## config.mk

```make
export PLATFORM = sky130hd
export DESIGN_NAME = brlite_local_ni
export DESIGN_NICKNAME = d
export VERILOG_FILES = /design/src/rtl/brlite_local_ni_pkg.sv /design/src/rtl/brlite_fifo.sv /design/src/rtl/brlite_local_ni.sv
export SDC_FILE = /design/constraint.sdc
export NUM_CORES = 1
export LEC_CHECK = 0
export CAP_MARGIN = 20
export CORE_MARGIN = 2
export CORE_UTILIZATION = 37
export DETAILED_ROUTE_END_ITERATION = 8
export PLACE_DENSITY = 0.62
export SYNTH_ARGS = -nofsm -noshare
export SYNTH_HDL_FRONTEND = slang
export SYNTH_HIERARCHICAL = 1
export SYNTH_SLANG_ARGS = --single-unit
export TNS_END_PERCENT = 20
```

## constraint.sdc

```tcl
create_clock -name clk_i -period 2.9 [get_ports clk_i]
set_input_delay 0.58 -clock clk_i [delete_from_list [all_inputs] [get_ports clk_i]]
set_output_delay 0.58 -clock clk_i [all_outputs]
set_load 0.02 [all_outputs]
```

## src/rtl/brlite_local_ni_pkg.sv

```systemverilog
// BrLite shared types plus the local network-interface FSM state encodings.
package BrLitePkg;

    typedef enum logic [1:0] {
        BR_SVC_ALL = 2'd0,
        BR_SVC_TGT = 2'd1,
        BR_SVC_MON = 2'd2,
        BR_SVC_CLR = 2'd3
    } br_svc_t;

    localparam int unsigned BR_LOCAL = 4;

    typedef struct packed {
        br_svc_t     service;
        logic [7:0]  id;
        logic [7:0]  src;
        logic [15:0] payload;
    } br_data_t;

    typedef enum logic [2:0] {
        TX_IDLE    = 3'b001,
        TX_REQ     = 3'b010,
        TX_RELEASE = 3'b100
    } brlite_ni_tx_state_t;

    typedef enum logic [2:0] {
        RX_IDLE = 3'b001,
        RX_ACK  = 3'b010,
        RX_WAIT = 3'b100
    } brlite_ni_rx_state_t;

endpackage

```

## src/rtl/brlite_fifo.sv

```systemverilog
// Receive FIFO for the local NI; extra pointer MSB distinguishes full from empty.
module brlite_fifo
    import BrLitePkg::*;
#(
    parameter int unsigned DEPTH = 4
) (
    input  logic     clk_i,
    input  logic     rst_ni,
    input  logic     push_i,
    input  br_data_t data_i,
    input  logic     pop_i,
    output br_data_t data_o,
    output logic     full_o,
    output logic     empty_o
);
    localparam int unsigned AW = $clog2(DEPTH);

    logic [AW:0] wr_ptr_q, wr_ptr_d;
    logic [AW:0] rd_ptr_q, rd_ptr_d;
    br_data_t    mem_q [DEPTH];
    logic        do_push;
    logic        do_pop;

    assign empty_o = (wr_ptr_q == rd_ptr_q);
    assign full_o  = (wr_ptr_q[AW] != rd_ptr_q[AW]) &&
                     (wr_ptr_q[AW-1:0] == rd_ptr_q[AW-1:0]);
    assign do_push = push_i && !full_o;
    assign do_pop  = pop_i && !empty_o;
    assign data_o  = mem_q[rd_ptr_q[AW-1:0]];

    always_comb begin
        wr_ptr_d = wr_ptr_q;
        rd_ptr_d = rd_ptr_q;
        if (do_push) wr_ptr_d = wr_ptr_q + 1'b1;
        if (do_pop)  rd_ptr_d = rd_ptr_q + 1'b1;
    end

    always_ff @(posedge clk_i or negedge rst_ni) begin
        if (!rst_ni) begin
            wr_ptr_q <= '0;
            rd_ptr_q <= '0;
        end else begin
            wr_ptr_q <= wr_ptr_d;
            rd_ptr_q <= rd_ptr_d;
        end
    end

    // Storage carries no reset; validity is tracked by the pointers alone.
    always_ff @(posedge clk_i) begin
        if (do_push) mem_q[wr_ptr_q[AW-1:0]] <= data_i;
    end

endmodule

```

## src/rtl/brlite_local_ni.sv

```systemverilog
// BrLite local network interface: PE<->router req/ack bridge with a receive FIFO.
// Define BRLITE_NI_STATS_EN to add tx_cnt_o/rx_cnt_o transfer counters.
module brlite_local_ni
    import BrLitePkg::*;
#(
    parameter int unsigned RX_DEPTH = 4
) (
    input  logic     clk_i,
    input  logic     rst_ni,
    input  logic     tx_valid_i,
    output logic     tx_ready_o,
    input  br_data_t tx_data_i,
    output logic     rx_valid_o,
    input  logic     rx_ready_i,
    output br_data_t rx_data_o,
    output br_data_t br_flit_o,
    output logic     br_req_o,
    input  logic     br_ack_i,
    input  br_data_t br_flit_i,
    input  logic     br_req_i,
    output logic     br_ack_o,
    input  logic     br_busy_i
`ifdef BRLITE_NI_STATS_EN
    ,
    output logic [15:0] tx_cnt_o,
    output logic [15:0] rx_cnt_o
`endif
);
    // TX: state      | meaning
    //     TX_IDLE    | ready for a PE flit unless router local broadcast pending
    //     TX_REQ     | req held to router until acked (no timeout)
    //     TX_RELEASE | req dropped, waiting for router ack to fall
    // RX: RX_IDLE    | waiting for router req and FIFO space; push on entry to ACK
    //     RX_ACK     | ack high for one cycle
    //     RX_WAIT    | waiting for router req to fall
    brlite_ni_tx_state_t tx_state_q, tx_state_d;
    brlite_ni_rx_state_t rx_state_q, rx_state_d;
    br_data_t            hold_q, hold_d;
    logic                run_q;
    logic                fifo_full;
    logic                fifo_empty;
    logic                rx_push;
    logic                rx_pop;

    // run_q keeps tx_ready_o low while reset is asserted, since it depends on br_busy_i.
    assign tx_ready_o = run_q && (tx_state_q == TX_IDLE) && !br_busy_i;
    assign br_req_o   = (tx_state_q == TX_REQ);
    assign br_flit_o  = hold_q;
    assign br_ack_o   = (rx_state_q == RX_ACK);
    assign rx_valid_o = !fifo_empty;
    assign rx_push    = (rx_state_q == RX_IDLE) && br_req_i && !fifo_full;
    assign rx_pop     = rx_valid_o && rx_ready_i;

    always_comb begin
        tx_state_d = tx_state_q;
        hold_d     = hold_q;
        unique case (tx_state_q)
            TX_IDLE: begin
                if (tx_valid_i && tx_ready_o) begin
                    hold_d     = tx_data_i;
                    tx_state_d = TX_REQ;
                end
            end
            TX_REQ:     if (br_ack_i)  tx_state_d = TX_RELEASE;
            TX_RELEASE: if (!br_ack_i) tx_state_d = TX_IDLE;
            default:    tx_state_d = TX_IDLE;
        endcase
    end

    always_comb begin
        rx_state_d = rx_state_q;
        unique case (rx_state_q)
            RX_IDLE: if (rx_push)   rx_state_d = RX_ACK;
            RX_ACK:                 rx_state_d = RX_WAIT;
            RX_WAIT: if (!br_req_i) rx_state_d = RX_IDLE;
            default:                rx_state_d = RX_IDLE;
        endcase
    end

    always_ff @(posedge clk_i or negedge rst_ni) begin
        if (!rst_ni) begin
            tx_state_q <= TX_IDLE;
            rx_state_q <= RX_IDLE;
            run_q      <= 1'b0;
        end else begin
            tx_state_q <= tx_state_d;
            rx_state_q <= rx_state_d;
            run_q      <= 1'b1;
        end
    end

    always_ff @(posedge clk_i) begin
        hold_q <= hold_d;
    end

    brlite_fifo #(
        .DEPTH (RX_DEPTH)
    ) u_rx_fifo (
        .clk_i   (clk_i),
        .rst_ni  (rst_ni),
        .push_i  (rx_push),
        .data_i  (br_flit_i),
        .pop_i   (rx_pop),
        .data_o  (rx_data_o),
        .full_o  (fifo_full),
        .empty_o (fifo_empty)
    );

`ifdef BRLITE_NI_STATS_EN
    logic [15:0] tx_cnt_q, tx_cnt_d;
    logic [15:0] rx_cnt_q, rx_cnt_d;

    always_comb begin
        tx_cnt_d = tx_cnt_q;
        rx_cnt_d = rx_cnt_q;
        if ((tx_state_q == TX_REQ) && br_ack_i) tx_cnt_d = tx_cnt_q + 16'd1;
        if (rx_push)                            rx_cnt_d = rx_cnt_q + 16'd1;
    end

    always_ff @(posedge clk_i or negedge rst_ni) begin
        if (!rst_ni) begin
            tx_cnt_q <= '0;
            rx_cnt_q <= '0;
        end else begin
            tx_cnt_q <= tx_cnt_d;
            rx_cnt_q <= rx_cnt_d;
        end
    end

    assign tx_cnt_o = tx_cnt_q;
    assign rx_cnt_o = rx_cnt_q;
`endif

endmodule

```

==> impl_metrics.json <==
{
  "relSlewSlack_pct": 56.38,
  "hold_end": "rx_state_q[2]",
  "synth_nets": 369,
  "ios": 147,
  "num_rows": 49,
  "use_met3_pct": 4.542,
  "clockRootBuffer": "clkbuf_16",
  "rrSetupSlack_ns": 0.40,
  "die_width_um": 139.3,
  "critPathLaunchType": "flip-flop",
  "final_cell_mix": "edfxtp_1, clkdlybuf4s50_1, mux4_2",
  "reg2reg_to": "u_rx_fifo/mem_q[3][24]",
  "synthFlopType": "edfxtp_1",
  "multi_input_area_mm2": 0.001261,
  "cts_buffers": 17,
  "antennaDiodeCount": 0,
  "grt_start_max_net_pins": 28,
  "ir_drop_v": 0.0004269,
  "routed_via_density": 4.834,
  "routed_wirelength_um": 12960,
  "start_util_pct": 37.73,
  "cts_tree": "built",
  "syn_area_mm2": 0.006778,
  "layout_commonest_cell": "edfxtp_1",
  "period_needed_ns": 2.809,
  "async_reset_ff_share_pct": 7.104,
  "clk_pin_slew_ns": 0.06,
  "drt-pass1-iter-count": 4,
  "endpoint_kind": "primary output",
  "place.detailed.hpwl_um": 8472,
  "drt_iter0_drc": 164,
  "fmax_mhz": 356.1,
  "p_leak_nw": 3.053,
  "seqCellArea_mm2": 0.005440,
  "critPathMaxFanout": 15,
  "grt_usage_pct": 13.78,
  "rr_worst_depth": 9,
  "layout-drive-gt1-share_pct": 20.63,
  "place.gp.congestion": 0.7707,
  "synth_warnings": 6,
  "cts_hold_buf": 0,
  "htree_levels": 4,
  "grt_pass1_wl_um": 19890,
  "tightestPinTransition_ns": 0.6523,
  "rsz0062_at_grt": "false",
  "clkLatencyLatePin_ns": 0.43,
  "wl_per_cell_um": 18.41,
  "r2r-start": "u_rx_fifo/rd_ptr_q[0]",
  "finalSetupViolations": 0,
  "p_per_area_mw_per_mm2": 920.7,
  "nNetsFinal": 542,
  "synth_edf_count": 170,
  "busiest_layer": "met2",
  "avgSynthCellArea_um2": 23.45,
  "synth-seq-area-share_pct": 80.16,
  "fillCellCount": 1458,
  "whs_path_depth": 1,
  "maxSlewViolCount": 0,
  "synth_area_leaders": "edfxtp_1, mux4_2, dfrtp_1, ha_1, dfstp_2",
  "die_h_um": 139.3,
  "ys_types": 39,
  "drv_cap": 0,
  "clockBufferDepth": 2,
  "worstHoldStart": "rx_state_q[0]",
  "drc": 0,
  "min_period_over_period_pct": 96.85,
  "clock_skew_ns": 0.009617,
  "holdWs_ns": 0.5099,
  "core_area_mm2": 0.01796,
  "finalInstanceArea_mm2": 0.009225,
  "ys_ff_latch": 183,
  "antenna_found_initial": 1,
  "syn2layout_area_growth_pct": 36.11,
  "grt_pass1_vias": 3623,
  "preCtsSetupSlack_ns": 0.3531,
  "synth_cells": 289,
  "netlist.top_cell.by_area": "edfxtp_1",
  "num_vias": 3403,
  "hold_path.class": "flip-flop to flip-flop",
  "hold_viol_final": 0,
  "ant_nets": 0,
  "io_buffer_count": 146,
  "die_area_mm2": 0.01942,
  "fin_setup_tns_ns": 0,
  "post_dp_cell_area_mm2": 0.008647,
  "grt.overflow.total": 0,
  "crit_required_ns": 2.32,
  "use_met1_pct": 17.21,
  "setup_slack_ns": 0.09144,
  "status": "finished clean",
  "synth_top_area_share_pct": 75.32,
  "cp.arrival_ns": 2.23,
  "clkSinkCount": 183,
  "critPathKind": "flip-flop to primary output",
  "use_met2_pct": 22.47
}
state kept, by name (all words and copies together), names as in the netlist:
name / cells
u_rx_fifo/mem_q: 136
tx_state_q: 3
rx_state_q: 3
br_flit_o: 34
u_rx_fifo/rd_ptr_q: 3
u_rx_fifo/wr_ptr_q: 3
run_q: 1
cells in the mapped netlist (all sizes together), types with 3 or more instances:
cell type	instances
xor2	4
nor2	3
dfrtp	11
buf	8
inv	6
nand2b	3
mux4	34
edfxtp	170
nor3	3
a21oi	4
xnor2	6
o31ai	4
ha	5
and3	5
how the worst max path moves through the flow:
stage               cells after the start               endpoint  slack, ns                   from
floorplan                               7  u_rx_fifo/mem_q[0][0]       0.38  u_rx_fifo/rd_ptr_q[0]
global placement                        3             tx_ready_o       0.34              br_busy_i
detailed placement                      3             tx_ready_o       0.35              br_busy_i
CTS                                     3          rx_data_o[14]       0.04  u_rx_fifo/rd_ptr_q[1]
global route                            3          rx_data_o[11]       0.01  u_rx_fifo/rd_ptr_q[0]
finish                                  3          rx_data_o[31]       0.09  u_rx_fifo/rd_ptr_q[0]
critical path, cell delays in order (launching register included):
cell and delay (ns):
dfrtp_4 0.49, buf_12 0.19, mux4_2 0.55, clkdlybuf4s50_1 0.57
timing repair:
item,in CTS,in global routing
hold endpoints to repair,0,0
gates cloned,0,0
endpoints found under the setup margin,30,7
gates resized for setup,2,1
setup buffers,2,0
stage by stage:
stage                     util, %  total power [W]  instances
final                       51.35         0.008494        704
after global routing        51.35         0.008899        704
after CTS                   51.34         0.008633        704
after detailed placement    48.14         0.006446        670
after global placement      48.14         0.006401        670
after floorplan                 -         0.005242        289
kinds of logic (layout without fill, tap and decap cells):
group / after synthesis / after routing / share of synthesized area, %
mux: 35 / 35 / 11.45
flops: 183 / 183 / 80.16
simple gates: 26 / 26 / 2.603
xor+xnor: 10 / 10 / 1.625
other cells: 1 / 1 / 0.05533
fa+ha+maj: 5 / 5 / 0.9230
buf+inv: 14 / 200 / 1.292
compound gates: 15 / 15 / 1.902
cell type report:
type	count	share of cell area, %
clock buffers	17	4.611
clock inverters	15	1.397
inverters	6	0.2441
multi-input cells	92	13.67
flip-flops and latches	183	58.97
well taps	229	3.106
repair buffers	162	18.00
per-layer routing:
| metal | up-vias | part of all wire, % | wire [µm] |
|---|---|---|---|
| met1 | 1703 | 43 | 5544 |
| met4 | 2 | 1.7 | 216 |
| met5 | - | 0.12 | 16 |
| met2 | 134 | 48 | 6213 |
| li1 | 1541 | - | - |
| met3 | 23 | 7.5 | 970 |
report_power, final:
group | leakage [nW] | switching (W) | internal (W)
combinational | 1.09 | 0.00143 | 0.00143
clock | 0.259 | 0.000948 | 0.00118
sequential | 1.70 | 0.000188 | 0.00332
total | 3.05 | 0.00256 | 0.00593
Note: power is estimated with default switching activity, not from simulation.
